### src/rtl/pc_ctrl_ras_if.sv
// pc_ctrl_ras_if: control/decode <-> PC unit bundle.
//   master : drives stall and the next-PC select fields, observes PC/RAS state
//   slave  : the PC unit itself
// Signals:
//   stall, branch_taken, br_imm[15:0], jump, jal, jump_idx[25:0],
//   jr, jr_target[AW-1:0], use_ras           (master -> slave)
//   pc_out, pc_plus4, ras_top [AW-1:0], ras_empty, ras_full (slave -> master)
interface pc_ctrl_ras_if #(
    parameter int AW = 32
);
    logic          stall;
    logic          branch_taken;
    logic [15:0]   br_imm;
    logic          jump;
    logic          jal;
    logic [25:0]   jump_idx;
    logic          jr;
    logic [AW-1:0] jr_target;
    logic          use_ras;
    logic [AW-1:0] pc_out;
    logic [AW-1:0] pc_plus4;
    logic [AW-1:0] ras_top;
    logic          ras_empty;
    logic          ras_full;

    modport master (
        output stall, branch_taken, br_imm, jump, jal, jump_idx, jr, jr_target, use_ras,
        input  pc_out, pc_plus4, ras_top, ras_empty, ras_full
    );

    modport slave (
        input  stall, branch_taken, br_imm, jump, jal, jump_idx, jr, jr_target, use_ras,
        output pc_out, pc_plus4, ras_top, ras_empty, ras_full
    );
endinterface

### src/rtl/pc_ctrl_ras.sv
// pc_ctrl_ras: MIPS-32 fetch-stage program counter with a circular
// return-address stack (RAS) that predicts jr $ra targets.
// Ports:
//   clk  : rising-edge clock
//   rst  : asynchronous reset, active-high
//   bus  : pc_ctrl_ras_if.slave (select inputs in, pc_out/pc_plus4/RAS state out)
// Next-PC priority (unstalled): jr > jump|jal > branch_taken > pc+4.
// jal pushes pc+4 (no delay slot); jr with use_ras pops when the stack is non-empty.
// A full stack keeps accepting pushes by overwriting the oldest entry.
module pc_ctrl_ras #(
    parameter int          AW        = 32,
    parameter logic [31:0] RESET_VEC = 32'h0000_0000,
    parameter int          RAS_DEPTH = 4
) (
    input logic          clk,
    input logic          rst,
    pc_ctrl_ras_if.slave bus
);
    localparam int PW = (RAS_DEPTH > 1) ? $clog2(RAS_DEPTH) : 1;
    localparam int CW = $clog2(RAS_DEPTH + 1);

    logic [AW-1:0] pc_q;
    logic [AW-1:0] ras_mem [RAS_DEPTH];
    logic [PW-1:0] ptr_q;
    logic [CW-1:0] cnt_q;

    logic [AW-1:0] pc_plus4;
    logic [AW-1:0] br_tgt;
    logic [AW-1:0] jmp_tgt;
    logic [AW-1:0] jr_tgt;
    logic [AW-1:0] ras_top;
    logic [AW-1:0] pc_next;
    logic [PW-1:0] ptr_inc;
    logic          ras_empty;
    logic          ras_full;
    logic          do_push;
    logic          do_pop;

    assign pc_plus4  = pc_q + AW'(4);
    assign ras_empty = (cnt_q == '0);
    assign ras_full  = (cnt_q == CW'(RAS_DEPTH));
    assign ras_top   = ras_empty ? '0 : ras_mem[ptr_q];
    // Depth is a power of two, so PW-bit pointer arithmetic wraps on its own.
    assign ptr_inc   = ptr_q + PW'(1);

    // Branch offset is in words: sign-extend then scale by 4.
    assign br_tgt = pc_plus4 + {{(AW-18){bus.br_imm[15]}}, bus.br_imm, 2'b00};

    // Region bits above the 28-bit jump field come from pc+4; none exist at AW=28.
    generate
        if (AW > 28) begin : g_jmp_region
            assign jmp_tgt = {pc_plus4[AW-1:28], bus.jump_idx, 2'b00};
        end else begin : g_jmp_flat
            assign jmp_tgt = {bus.jump_idx, 2'b00};
        end
    endgenerate

    assign jr_tgt = (bus.use_ras && !ras_empty) ? ras_top : bus.jr_target;

    always_comb begin
        pc_next = pc_plus4;
        do_push = 1'b0;
        do_pop  = 1'b0;
        if (bus.jr) begin
            pc_next = jr_tgt;
            do_pop  = bus.use_ras && !ras_empty;
        end else if (bus.jump || bus.jal) begin
            pc_next = jmp_tgt;
            do_push = bus.jal;
        end else if (bus.branch_taken) begin
            pc_next = br_tgt;
        end
    end

    always_ff @(posedge clk or posedge rst) begin
        if (rst) begin
            pc_q  <= RESET_VEC[AW-1:0];
            ptr_q <= '0;
            cnt_q <= '0;
            for (int i = 0; i < RAS_DEPTH; i++) begin
                ras_mem[i] <= '0;
            end
        end else if (!bus.stall) begin
            pc_q <= pc_next;
            if (do_push) begin
                ras_mem[ptr_inc] <= pc_plus4;
                ptr_q            <= ptr_inc;
                // Saturate: once full, pushes overwrite the oldest slot.
                if (!ras_full) begin
                    cnt_q <= cnt_q + CW'(1);
                end
            end else if (do_pop) begin
                // Popped entry stays in memory; only ptr/count move.
                ptr_q <= ptr_q - PW'(1);
                cnt_q <= cnt_q - CW'(1);
            end
        end
    end

    assign bus.pc_out    = pc_q;
    assign bus.pc_plus4  = pc_plus4;
    assign bus.ras_top   = ras_top;
    assign bus.ras_empty = ras_empty;
    assign bus.ras_full  = ras_full;
endmodule

### src/flat_wrapper.sv
// flat-port wrapper written by rule: the top's interface ports become plain ports
module pc_ctrl_ras_flat 
#(
    parameter int          AW        = 32,
    parameter logic [31:0] RESET_VEC = 32'h0000_0000,
    parameter int          RAS_DEPTH = 4
)
  (clk, rst, bus_stall, bus_branch_taken, bus_br_imm, bus_jump, bus_jal, bus_jump_idx, bus_jr, bus_jr_target, bus_use_ras, bus_pc_out, bus_pc_plus4, bus_ras_top, bus_ras_empty, bus_ras_full);
  pc_ctrl_ras_if #(.AW(AW)) bus_i ();
  input logic clk;
  input logic rst;
  input wire logic [$bits(bus_i.stall)-1:0] bus_stall;
  input wire logic [$bits(bus_i.branch_taken)-1:0] bus_branch_taken;
  input wire logic [$bits(bus_i.br_imm)-1:0] bus_br_imm;
  input wire logic [$bits(bus_i.jump)-1:0] bus_jump;
  input wire logic [$bits(bus_i.jal)-1:0] bus_jal;
  input wire logic [$bits(bus_i.jump_idx)-1:0] bus_jump_idx;
  input wire logic [$bits(bus_i.jr)-1:0] bus_jr;
  input wire logic [$bits(bus_i.jr_target)-1:0] bus_jr_target;
  input wire logic [$bits(bus_i.use_ras)-1:0] bus_use_ras;
  output wire logic [$bits(bus_i.pc_out)-1:0] bus_pc_out;
  output wire logic [$bits(bus_i.pc_plus4)-1:0] bus_pc_plus4;
  output wire logic [$bits(bus_i.ras_top)-1:0] bus_ras_top;
  output wire logic [$bits(bus_i.ras_empty)-1:0] bus_ras_empty;
  output wire logic [$bits(bus_i.ras_full)-1:0] bus_ras_full;
  assign bus_i.stall = bus_stall;
  assign bus_i.branch_taken = bus_branch_taken;
  assign bus_i.br_imm = bus_br_imm;
  assign bus_i.jump = bus_jump;
  assign bus_i.jal = bus_jal;
  assign bus_i.jump_idx = bus_jump_idx;
  assign bus_i.jr = bus_jr;
  assign bus_i.jr_target = bus_jr_target;
  assign bus_i.use_ras = bus_use_ras;
  assign bus_pc_out = bus_i.pc_out;
  assign bus_pc_plus4 = bus_i.pc_plus4;
  assign bus_ras_top = bus_i.ras_top;
  assign bus_ras_empty = bus_i.ras_empty;
  assign bus_ras_full = bus_i.ras_full;
  pc_ctrl_ras #(.AW(AW), .RESET_VEC(RESET_VEC), .RAS_DEPTH(RAS_DEPTH)) u_core (.clk(clk), .rst(rst), .bus(bus_i));
endmodule
### config.mk
export PLATFORM = sky130hd
export DESIGN_NAME = pc_ctrl_ras_flat
export DESIGN_NICKNAME = d
export VERILOG_FILES = /design/src/rtl/pc_ctrl_ras_if.sv /design/src/rtl/pc_ctrl_ras.sv /design/src/flat_wrapper.sv
export SDC_FILE = /design/constraint.sdc
export NUM_CORES = 1
export LEC_CHECK = 0
export CAP_MARGIN = 20
export CORE_AREA = 5 5 151 153
export CTS_BUF_LIST = sky130_fd_sc_hd__clkbuf_4 sky130_fd_sc_hd__clkbuf_8 sky130_fd_sc_hd__clkbuf_16
export CTS_CLUSTER_SIZE = 30
export DETAILED_ROUTE_END_ITERATION = 8
export DIE_AREA = 0 0 156 158
export PLACE_DENSITY = 0.77
export SYNTH_ARGS = -nofsm -noshare
export SYNTH_HDL_FRONTEND = slang
export SYNTH_SLANG_ARGS = --single-unit
### constraint.sdc
create_clock -name clk -period 5.3 [get_ports clk]
set_input_delay 1.06 -clock clk [delete_from_list [all_inputs] [get_ports clk]]
set_output_delay 1.06 -clock clk [all_outputs]
set_load 0.02 [all_outputs]
==> summary.md <==
| Metric | Value |
|---|---|
| Status | completed |
| Final Skew | 0.01599 ns |
| I/O pins | 180 |
| Clk slew on worst S/H paths | 0.08 ns |
| Most common cell after layout, fill and taps aside | clkdlybuf4s50_1 |
| Most frequent cells in the layout | clkdlybuf4s50_1, nand2_1, dfrtp_1, a21oi_1, o21ai_0 |
| Max-slew headroom | 39.22% |
| Final setup viols | 0 |
| Met3 usage | 5.850% |
| Final WL | 32.34 mm |
| Cts bufs inserted | 17 |
| Clock Sinks | 165 |
| Synth-to-Final Area Change | 26.42% |
| Met2 Use GR | 42.74% |
| TritonRoute pass-1 iters | 5 |
| Synth area leaders | dfrtp_1, mux4_2, a21oi_1 |
| Avg WL per Cell | 20.15 µm |
| Fmax | 0.2225 GHz |
| Initial Util | 47.76% |
| Mapped Cells | 1163 |
| Worst Setup End Kind | register |
| Tot Pwr | 7.389 mW |
| CP Buf/Inv Count | 1 |
| RSZ-0062 raised after global routing | false |
| First-pass GRT wire length | 50.29 mm |
| Clock buffer depth | 2 |
| Pwr/cell area | 571.3 nW/µm² |
| Lkg Pwr | 5.562 nW |
| Vias in the first global route | 9260 |
| Final net count | 1436 |
| CTS tree | built |
| Clock power frac | 17.5% |
| CP Cell Sequence | ha_1 > and3_1 > and4_1 > nand4_1 > xnor2_1 > inv_1 > ha_1 > a21oi_1 > nand2b_1 > a21boi_0 > or4_1 > nand4_1 > nand2_1 > a211oi_1 > nor3_1 > o32a_2 |
| Cell variety after synth | 58 |
| Cell type with the largest total area after synthesis | dfrtp_1 |
| Slowest Stage Delay on Critical Path | 0.53 ns |
| Antenna diode count | 0 |
| Max Cap Viol | 0 |
| Post-synth EDFFs | 0 |
| Port Buf Inserts | 179 |
| Row count | 54 |
| Via count | 9391 |
| Die Footprint | 24650 µm² |
| Worst hold path type | reg2reg |
| Worst slew pin tran | 0.9117 ns |
| Worst endpoint required time | 5.62 ns |
| GRT Overall Usage | 25.98% |
| Top FF cell, synth | dfrtp_1 |
| Post-CTS setup buffer count | 0 |
| Shortest period the worst path allows | 4.494 ns |
| Switching power | 3.150 mW |
| Routability cong. | 0.8787 |
| CTS root buf | clkbuf_16 |
| Worst-path maximum fanout | 11 |
| Largest net degree at the start of global routing | 166 |
| Final HPWL DP | 23.46 mm |
| Final Max Tran Viols | 0 |
| Startpoint class of the critical path | register |
| Arr. time, crit path | 4.81 ns |
| Avg Vias per Cell | 5.851 |
| Sequential share of the synthesized area | 40.36% |
| Endpoints failing hold | 0 |
| Layout cell share with drive strength beyond 1 | 8.604% |
| Top cell type's share of synthesized area | 40.36% |
| Grt met1 use | 34.86% |
| Mean Syn Cell Area | 8.796 µm² |
| Final setup TNS | 0 ns |
| Core area | 21420 µm² |
| DR iter-0 viols | 829 |
| Mapped Area | 10230 µm² |
| Logic pwr share | 52.3% |
| Die height | 158 µm |
| Seq cells post-synth | 165 |
| Final worst-path cycle share | 84.78% |
| Hold_buf cts | 0 |
| Cts repair resizes | 0 |
| ANT nets after route | 0 |
| Sequential share of power | 30.2% |
| Critical setup path kind | reg2reg |
| Die extent in x | 156 µm |
| FFs w/ async S/R, synth | 100.0% |
| Syn_nets | 1287 |
| Clock latency on the worst-skew pair | 0.43 ns |
| Synthesis Warnings | 0 |
| Worst path slowest cell | dfrtp_1 |
| Int Pwr | 4.239 mW |
| Initial antenna violation count | 0 |
| Switching share of total power | 42.63% |
| CTS H-tree lvls | 4 |
| Top delay family on crit path | simple AND/OR/NAND/NOR gates |
| Max IR drop VDD | 0.2252 mV |
| DRC Markers | 0 |
| Total global routing overflow | 0 |
| GR peak layer | met2 |
worst reg2reg max path, delay by kind of cell (launching register included):
kind,cells,cell delay [ns]
AOI/OAI and AO/OA,4,0.90
xor gates and xnor gates,1,0.51
DFF,1,0.53
adders and majority gates,2,0.70
buffers and inverters,1,0.14
and+or+nand+nor,8,1.60
stage by stage:
stage | hold slack (ns) | setup slack (ns) | cell area (µm²) | utilization, % | instances
finish | 0.4792 | 0.8064 | 12930 | 60.38 | 1605
CTS | 0.4813 | 0.8787 | 12910 | 60.29 | 1604
floorplan | 0.4405 | 1.262 | 10230 | - | 1163
global placement | 0.4548 | 1.072 | 12280 | 57.33 | 1572
detailed placement | 0.4649 | 0.9093 | 12280 | 57.33 | 1572
global route | 0.4996 | 0.4846 | 12930 | 60.38 | 1605
flip-flops by register name (all words and copies together) (netlist names):
name / cells
u_core.cnt_q: 3
u_core.ras_mem: 128
u_core.ptr_q: 2
u_core.bus.pc_out: 32
layout make-up:
type                       count  area (µm²)
clock buffer                  17       425.4
clock inverter                15       209.0
fill                        1754        8486
inverter                      44       168.9
multi-input combinational    882        5664
sequential                   165        4130
tap                          280       350.3
timing repair buffer         202        1984
Yosys cell counts, types with 2 or more instances:
cell	count
buf_4	3
o221ai_1	6
nor2_1	99
ha_1	40
o21ai_0	123
mux2i_1	11
and3_1	6
inv_1	44
fa_1	2
xnor2_1	21
nand3_1	33
or2_2	2
a311oi_1	3
clkbuf_1	60
nor2b_1	36
o21a_1	4
a211oi_1	2
and4_1	5
a31oi_1	8
a21boi_0	2
nor3_1	12
nor3b_1	2
nand3b_1	3
a21oi_1	135
buf_1	5
mux2_2	10
buf_2	4
xor2_1	31
dfrtp_1	165
o21bai_1	6
nand2_1	174
nand2b_1	10
a21o_1	12
o22ai_1	6
a311o_1	5
a221o_1	5
mux4_2	32
nand4_1	10
a211o_1	4
and2_1	4
final timing paths:
check	start	endpoint	slack, ns	depth (start not counted)
min in group asynchronous	rst	u_core.ras_mem[29]$_DFFE_PP0P_	1.19	3
max in group asynchronous	rst	u_core.ptr_q[0]$_DFFE_PP0P_	3.39	3
max reg2reg	u_core.bus.pc_out[2]$_DFFE_PP0N_	u_core.bus.pc_out[31]$_DFFE_PP0N_	0.81	16
min	u_core.ras_mem[26]$_DFFE_PP0P_	u_core.ras_mem[26]$_DFFE_PP0P_	0.48	2
min reg2reg	u_core.ras_mem[26]$_DFFE_PP0P_	u_core.ras_mem[26]$_DFFE_PP0P_	0.48	2
max	u_core.bus.pc_out[2]$_DFFE_PP0N_	u_core.bus.pc_out[31]$_DFFE_PP0N_	0.81	16
cell families after synthesis:
logic type | share of synthesized area [%]
fa+ha+maj | 5.284
compound gates | 18.42
simple gates | 17.69
buf+inv | 4.415
xor+xnor | 4.611
mux | 9.222
flops | 40.36
power groups by stage:
stage | Sequential [mW] | Combinational, mW | Clock (mW)
CTS | 2.22 | 3.84 | 1.30
global placement | 2.21 | 3.74 | 0
floorplan | 2.14 | 2.40 | 0
finish | 2.23 | 3.87 | 1.29
global route | 2.30 | 4.17 | 1.36
detailed placement | 2.24 | 3.81 | 0
layer usage:
layer	routed length (µm)	share of wire (%)
met3	2664	8.2
met5	0	0
met4	802	2.5
met1	13390	41
met2	15480	48
Note: power is estimated with default switching activity, not from simulation.
